## src/rtl/hv_am_search.sv

```systemverilog
// Associative-memory search: streams class hypervectors from a 1-cycle-latency memory,
// computes the Hamming distance to the latched query and reports the closest class.
module hv_am_search #(
    parameter int HVDimension    = 512,
    parameter int NumClasses     = 16,
    parameter int ClassAddrWidth = $clog2(NumClasses),
    parameter int DistWidth      = $clog2(HVDimension + 1)
) (
    input  logic                      clk_i,
    input  logic                      rst_i,
    input  logic [HVDimension-1:0]    qhv_i,
    input  logic                      qhv_valid_i,
    output logic                      qhv_ready_o,
    input  logic [ClassAddrWidth:0]   num_class_i,
    output logic                      am_rd_en_o,
    output logic [ClassAddrWidth-1:0] am_rd_addr_o,
    input  logic [HVDimension-1:0]    am_rd_data_i,
    output logic [ClassAddrWidth-1:0] predict_o,
    output logic [DistWidth-1:0]      dist_o,
    output logic                      predict_valid_o,
    input  logic                      predict_ready_i
);

    typedef enum logic [1:0] {IDLE, SEARCH, DRAIN, DONE} state_t;

    state_t                    state_q, state_d;
    logic [HVDimension-1:0]    query_p0;
    logic [ClassAddrWidth-1:0] addr_q;
    logic [ClassAddrWidth-1:0] n_last_q;
    logic                      rd_vld_p1;
    logic [ClassAddrWidth-1:0] rd_idx_p1;
    logic [DistWidth-1:0]      dist_p1;
    logic [DistWidth-1:0]      best_dist_q;
    logic [ClassAddrWidth-1:0] best_idx_q;
    logic                      accept;
    logic                      searching;

    function automatic logic [DistWidth-1:0] popcount(input logic [HVDimension-1:0] v);
        logic [DistWidth-1:0] cnt;
        cnt = '0;
        for (int i = 0; i < HVDimension; i++) begin
            cnt = cnt + DistWidth'(v[i]);
        end
        return cnt;
    endfunction

    // Out-of-range class counts (0 or above capacity) fall back to searching the whole memory.
    function automatic logic [ClassAddrWidth-1:0] last_index(input logic [ClassAddrWidth:0] n);
        if (n == '0 || n > (ClassAddrWidth + 1)'(NumClasses)) begin
            return ClassAddrWidth'(NumClasses - 1);
        end
        return ClassAddrWidth'(n - 1'b1);
    endfunction

    assign accept    = (state_q == IDLE) && qhv_valid_i;
    assign searching = (state_q == SEARCH);

    always_ff @(posedge clk_i) begin
        if (rst_i) begin
            state_q <= IDLE;
        end else begin
            state_q <= state_d;
        end
    end

    always_comb begin
        state_d = state_q;
        case (state_q)
            IDLE:    if (qhv_valid_i) state_d = SEARCH;
            SEARCH:  if (addr_q == n_last_q) state_d = DRAIN;
            DRAIN:   state_d = DONE;
            DONE:    if (predict_ready_i) state_d = IDLE;
            default: state_d = IDLE;
        endcase
    end

    // Stage p0: query capture (data only, no reset needed)
    always_ff @(posedge clk_i) begin
        if (accept) begin
            query_p0 <= qhv_i;
        end
    end

    // Stage p1: read data returns alongside the delayed valid/index; compare here
    assign dist_p1 = popcount(query_p0 ^ am_rd_data_i);

    always_ff @(posedge clk_i) begin
        if (rst_i) begin
            addr_q      <= '0;
            n_last_q    <= '0;
            rd_vld_p1   <= 1'b0;
            rd_idx_p1   <= '0;
            best_dist_q <= '0;
            best_idx_q  <= '0;
        end else begin
            rd_vld_p1 <= searching;
            rd_idx_p1 <= addr_q;
            if (accept) begin
                n_last_q    <= last_index(num_class_i);
                addr_q      <= '0;
                best_dist_q <= '1;
                best_idx_q  <= '0;
            end else begin
                if (searching) begin
                    addr_q <= addr_q + 1'b1;
                end
                // Strict less-than so ties keep the earlier (lower) class index
                if (rd_vld_p1 && (dist_p1 < best_dist_q)) begin
                    best_dist_q <= dist_p1;
                    best_idx_q  <= rd_idx_p1;
                end
            end
        end
    end

    assign qhv_ready_o     = (state_q == IDLE) && !rst_i;
    assign am_rd_en_o      = searching && !rst_i;
    assign am_rd_addr_o    = am_rd_en_o ? addr_q : '0;
    assign predict_valid_o = (state_q == DONE) && !rst_i;
    assign predict_o       = rst_i ? '0 : best_idx_q;
    assign dist_o          = rst_i ? '0 : best_dist_q;

endmodule

```

## config.mk

```make
export PLATFORM = sky130hd
export DESIGN_NAME = hv_am_search
export DESIGN_NICKNAME = d
export VERILOG_FILES = /design/src/rtl/hv_am_search.sv
export SDC_FILE = /design/constraint.sdc
export NUM_CORES = 1
export LEC_CHECK = 0
export CORE_AREA = 2 2 409 411
export CTS_BUF_LIST = sky130_fd_sc_hd__clkbuf_4 sky130_fd_sc_hd__clkbuf_8
export DETAILED_ROUTE_END_ITERATION = 8
export DIE_AREA = 0 0 411 413
export DONT_BUFFER_PORTS = 1
export HOLD_SLACK_MARGIN = 0.03
export SYNTH_ARGS = -nofsm -noshare
export SYNTH_HDL_FRONTEND = slang
export SYNTH_SLANG_ARGS = --single-unit
```

## constraint.sdc

```tcl
create_clock -name clk_i -period 32.1 [get_ports clk_i]
set_input_delay 1.605 -clock clk_i [delete_from_list [all_inputs] [get_ports clk_i]]
set_output_delay 1.605 -clock clk_i [all_outputs]
set_load 0.05 [all_outputs]
```

Yosys cells after proc, flatten, opt, wreduce, memory -nomap -nowiden
Index checks and enable logic that the tools add are counted.
W data, S select, Z words.
- register bits after elaboration: 541
- latch bits: 0
- RAM bits: 0
- ROM bits: 0
- input port bits: 1033
- output and inout bits: 21
- word-level logic and storage cells: 557
- memories kept: 0
- $add $sub $neg: 513
- multipliers: 0
- divide/modulo/power cells: 0
- magnitude comparators: 2
- eq/ne operators: 7
- shifts and indexed selects: 0
- multiplexer cells: 14
- bitwise operators: 1
- reductions and logical operators: 12
- operators with widths (kind ; count):
    $add A10 B1 Y10 ; 502
    $xor A512 B512 Y512 ; 1
    $mux W10 ; 3
    $mux W4 ; 4
    $add A9 B1 Y10 ; 1
    $lt A10 B10 Y1 ; 1
    $add A8 B1 Y9 ; 1
    $add A7 B1 Y8 ; 1
    $pmux W2 S4 ; 1
    $add A6 B1 Y7 ; 1
    $add A5 B1 Y6 ; 1
    $mux W2 ; 3
    $add A4 B1 Y5 ; 1
    $gt A5 B5 Y1 const B ; 1
    $logic_and A1 B1 Y1 ; 5
    $logic_not A5 Y1 ; 1
    $add A3 B1 Y4 ; 1
    $add A4 B1 Y4 const B ; 1
    $eq A2 B2 Y1 const B ; 2
    $eq A4 B4 Y1 ; 1
    $ne A2 B2 Y1 const B ; 2
    $sub A4 B1 Y4 const B ; 1
    $add A2 B1 Y3 ; 1
    $mux W1 ; 3
    9 further kinds ; 9

Longest topological paths before layout
- depth in word-level cells: 516
- gate-level depth with buffers: 38
- depth with buffers taken out: 37

Worst setup path after synthesis
OpenSTA, ideal clock, no wires.
- path kind: input -> register
- from: input port qhv_valid_i
- to: register best_dist_q[7]
- library setup time: 0.118 ns
- arrival time: 16.965 ns
- data required time: 31.982 ns
- setup slack: 15.017 ns
- stages: 4
- path buffers: 1
- cells stage by stage: nand2_1 inv_2 clkbuf_1 o311a_1
- longest elaborated chain between the ends: 2
- elaborated cells on any way between the ends: 3
- those cells by class: mux (1); reduce/logical (2)
- RTL lines (element ; line ; text):
    start, declared ; 12 ; input logic qhv_valid_i,
    $logic_and A1 B1 Y1 * ; 55 ; assign accept = (state_q == IDLE) && qhv_valid_i;
    named net accept ; 35 ; logic accept;
    $mux W10 / $reduce_bool A2 Y1 (equally long branches) ; -- ;
    end signal, assigned ; 109 ; best_dist_q <= dist_p1;
    end, declared ; 33 ; logic [DistWidth-1:0] best_dist_q;
The timed path passes the listed nets; every way through them passes the cells marked *.
A chain may end at the register's enable or synchronous reset.

Worst setup path after layout
- from: input port am_rd_data_i[225]
- to: register best_dist_q[9]
- longest elaborated chain between the ends: 291
- elaborated cells on any way between the ends: 293
- those cells by class: add/sub (287); order compare (1); mux (2); bitwise (1); reduce/logical (2)
- RTL lines (element ; line ; text):
    start, declared ; 17 ; input logic [HVDimension-1:0] am_rd_data_i,
    $xor A512 B512 Y512 * ; 85 ; assign dist_p1 = popcount(query_p0 ^ am_rd_data_i);
    $add A10 B1 Y10 * (287 in series) ; 42 ; cnt = cnt + DistWidth'(v[i]);
    $lt A10 B10 Y1 ; 108 ; if (rd_vld_p1 && (dist_p1 < best_dist_q)) begin
    $logic_and A1 B1 Y1 ; 108 ;
    $reduce_bool A2 Y1 (no source line) ; -- ;
Every way passes the cells marked *; elsewhere a longest branch is shown, timed or not. The select of a mux whose other input is x is not followed.

==> results list <==
* Detail Route Antenna Nets: 0
- Detailed routing inserted a total of 17400 vias.
- Launching element type of the critical path: input port
- Measured against its own limit, the worst slew margin works out to 27.8%.
- Critical path destination: best_dist_q[9]
- STA puts the critical path data arrival time at 12.48 ns.
* Number of nets in the synthesized netlist: 3907
- Summed over all nets, the half-perimeter wirelength after detailed placement is 98.2 mm.
* Post-cts resize count: 0
* Final clock skew: 0.0767 ns
- In this run the critical register-to-register path is captured at best_dist_q[9].
- Clock latency on the worst-skew pair, taken at its later pin, is 0.85 ns.
* Total congestion overflow: 0
- The die covers 170000 um^2.
- Achievable clock frequency: 85.0 MHz
* CTS Buf Count: 99
- The synthesized design devotes to its leading area cell type 44.9% of total area.
- Reg2reg start: query_p0[225]
- Starting Density: 20.7%
- Post-synthesis async set-or-reset flop share: 0%
* Clock buffer depth: 3
* Vias in the first global route: 19700
* Number of failing setup endpoints in the final timing report: 0
- Mean cell area of the mapped netlist: 14.9 um^2
- In this run the worst setup path begins at am_rd_data_i[225].
* Post-CTS setup repair buffer count: 0
- Final routed DRC violation total: 0
- Result of the run: finished clean
- The clock net in this run drives a total of 541 sinks.
- Entering global routing, the biggest net connects 87 pins.
- Average routed wire per standard cell: 23.8 um
* Port Buffer Count: 0
* Number of hold buffers added after cts: 0
- Worst Setup End Kind: flop
- Placeable core area: 166000 um^2
- In this run the core area contains 150 standard-cell rows.
- Number of synthesis warnings: 0
* Detailed Route Iter0 Violations: 1202
* Setup repair after global routing missed its margin: false
* Max-Cap Viols: 0
- Counting cells, the worst reg-to-reg path comes to 32.
- In this run, synthesis inferred 512 flip-flops with an integrated enable.
- Die height: 413 um
- The first detailed-routing pass ran for 5 iterations.
- Placed Instance Area: 37100 um^2
- Dividing the final minimum period by the clock period gives 36.7%.
- Maximum fanout along the worst path: 14
- In this run, synthesis produced a sequential element count of 541.
- Pin placement for this block handled 1054 I/O pins.
- Core utilization of the finished layout: 23.7%
- Dominant cells by area after synthesis: sky130_fd_sc_hd__edfxtp_1 45%, sky130_fd_sc_hd__fa_1 29%, sky130_fd_sc_hd__xor2_1 7.4%
* FF-to-FF setup slack: 20.70 ns
* CP dominant cell by count: sky130_fd_sc_hd__fa_1
* Final number of hold-violating endpoints: 0
- First-pass GRT wire length: 151 mm
- Post-layout instance area: 39200 um^2
- Dividing the detail-routed via count by the number of cells gives 3.70.
- The post-route netlist has 7.46% of its cells at a drive strength greater than 1.
- Summed over all failing endpoints, the final setup total negative slack is 0 ns.
- The netlist uses 49 different library cells.
- Mapped cell area: 34300 um^2
* RePlAce Congestion: 0.888
- Cell count after synthesis: 2297
* Worst-Margin Slew: 1.08 ns
- Die Span X: 411 um
- Initial antenna violation count: 38
- Most used flip-flop cell after synthesis: sky130_fd_sc_hd__edfxtp_1
- Required @ worst endpoint: 32.82 ns
- The worst path in the final design needs a cycle of 11.77 ns, including I/O delays and setup.
* Final nets: 4011
- Clock tree root buffer cell: sky130_fd_sc_hd__clkbuf_8
- For this run, the total global-route usage over all layers was measured as 13.0%.
* Clock H-tree levels: 3
* Clock-pin transition on the worst setup and hold timing paths: 0.06 ns
* Slowest Stage Delay on Critical Path: 0.84 ns
* Area growth from synthesis to final layout: 14.5%
- Post-synthesis sequential area ratio: 46.6%
- The min-delay analysis places its worst path in the category flop to flop.
- Total length of routed wires: 112 mm
- The slowest stage of the critical path is the sky130_fd_sc_hd__fa_1 cell.
- Biggest area consumer among synthesized cells: sky130_fd_sc_hd__edfxtp_1
* TritonCTS clock tree: yes
* Setup Crit Path Kind: input port to flop
* Number of max-slew violations in the final report: 0
## routing by layer
metal / routed length (um) / GRT usage (%) / share of wire [%] / vias to the layer above
li1: - / - / - / 7426
met1: 42400 / 15.4 / 38 / 8960
met2: 56600 / 22.1 / 50 / 848
met3: 10600 / 4.54 / 9.4 / 165
met4: 2470 / 3.93 / 2.2 / 20
met5: 137 / 0 / 0.12 / -
## sequential cells by signal, indices dropped and copies added (netlist names)
signal and count:
rd_idx_p1 4, query_p0 512, addr_q 4, n_last_q 4, best_dist_q 10, rd_vld_p1 1, best_idx_q 4, state_q 2
## how the worst min path moves through the flow
stage / startpoint / to / cells after the start
after global placement: best_idx_q[0] / best_idx_q[0] / 2
final: rd_idx_p1[2] / best_idx_q[2] / 2
after CTS: rd_idx_p1[2] / best_idx_q[2] / 2
after detailed placement: rd_idx_p1[2] / best_idx_q[2] / 2
after global routing: rd_idx_p1[2] / best_idx_q[2] / 2
after floorplan: rd_idx_p1[0] / best_idx_q[0] / 2
## logic make-up (layout without fill, tap and decap cells)
kind of cell    after synthesis  count (layout)  synth area share (%)
xor+xnor                    527             527                  13.5
mux                           3               3                0.0876
simple gates                 83              83                  1.23
flops                       541             541                  46.6
other cells                   0              21                     0
fa+ha+maj                   577             577                  31.9
buf+inv                     509             691                  5.58
compound gates               57              57                  1.18
## synth_stat cells, types with 2 or more instances
cell type,count
sky130_fd_sc_hd__and2_1,5
sky130_fd_sc_hd__nand4_1,6
sky130_fd_sc_hd__clkbuf_1,6
sky130_fd_sc_hd__o21ai_0,4
sky130_fd_sc_hd__fa_1,495
sky130_fd_sc_hd__buf_2,2
sky130_fd_sc_hd__xor2_1,290
sky130_fd_sc_hd__a211o_1,2
sky130_fd_sc_hd__xnor2_1,237
sky130_fd_sc_hd__ha_1,82
sky130_fd_sc_hd__nand2b_1,2
sky130_fd_sc_hd__o311a_1,4
sky130_fd_sc_hd__o21ai_1,12
sky130_fd_sc_hd__nor3_1,4
sky130_fd_sc_hd__a211oi_1,2
sky130_fd_sc_hd__nand3_1,11
sky130_fd_sc_hd__o2111ai_1,2
sky130_fd_sc_hd__inv_2,2
sky130_fd_sc_hd__nand2_1,10
sky130_fd_sc_hd__a21oi_1,12
sky130_fd_sc_hd__mux2i_1,3
sky130_fd_sc_hd__nor2_1,27
sky130_fd_sc_hd__nor2b_1,12
sky130_fd_sc_hd__inv_1,498
sky130_fd_sc_hd__dfxtp_1,29
sky130_fd_sc_hd__edfxtp_1,512
sky130_fd_sc_hd__a31oi_1,4
## cell type report
| type | count | area (um^2) |
|---|---|---|
| Clock inverter | 47 | 462 |
| Fill cell | 17400 | 127000 |
| Clock buffer | 132 | 1640 |
| Antenna cell | 21 | 52.6 |
| Sequential cell | 541 | 16000 |
| Tap cell | 2204 | 2760 |
| Multi-Input combinational cell | 1247 | 16400 |
| Inverter | 500 | 1880 |
| Timing Repair Buffer | 12 | 90.1 |
## worst max-delay path: cells and delay by family
kind	cells	cell delay [ns]
fa+ha+maj	16	7.80
compound gates	4	1.46
simple gates	4	0.60
xor+xnor	1	0.47
buf+inv	6	0.40
mux	1	0.13
## layout by cell type, fill, tap and decap left out, drive strengths merged, types with 2 or more instances in the layout
| master | instances |
|---|---|
| a211o | 2 |
| a211oi | 3 |
| a21oi | 14 |
| a31oi | 4 |
| and2 | 5 |
| buf | 12 |
| bufinv | 8 |
| clkbuf | 132 |
| clkinv | 33 |
| clkinvlp | 4 |
| dfxtp | 29 |
| diode | 21 |
| edfxtp | 512 |
| fa | 495 |
| ha | 82 |
| inv | 502 |
| mux2i | 3 |
| nand2 | 10 |
| nand2b | 2 |
| nand3 | 11 |
| nand4 | 6 |
| nor2 | 28 |
| nor2b | 12 |
| nor3 | 4 |
| o2111ai | 2 |
| o21ai | 16 |
| o311a | 4 |
| xnor2 | 237 |
| xor2 | 290 |
## through the flow
step / setup slack [ns] / hold slack, ns / instances
CTS: 20.38 / 0.466 / 4683
global route: 19.90 / 0.480 / 4694
detailed placement: 19.48 / 0.459 / 4504
global placement: 19.56 / 0.457 / 4504
floorplan: 15.02 / 0.440 / 2297
finish: 20.33 / 0.459 / 4704
Power is left out: the tool's default activity adds up to more than one toggle a clock period on the data nets, which glitch-free logic cannot reach.
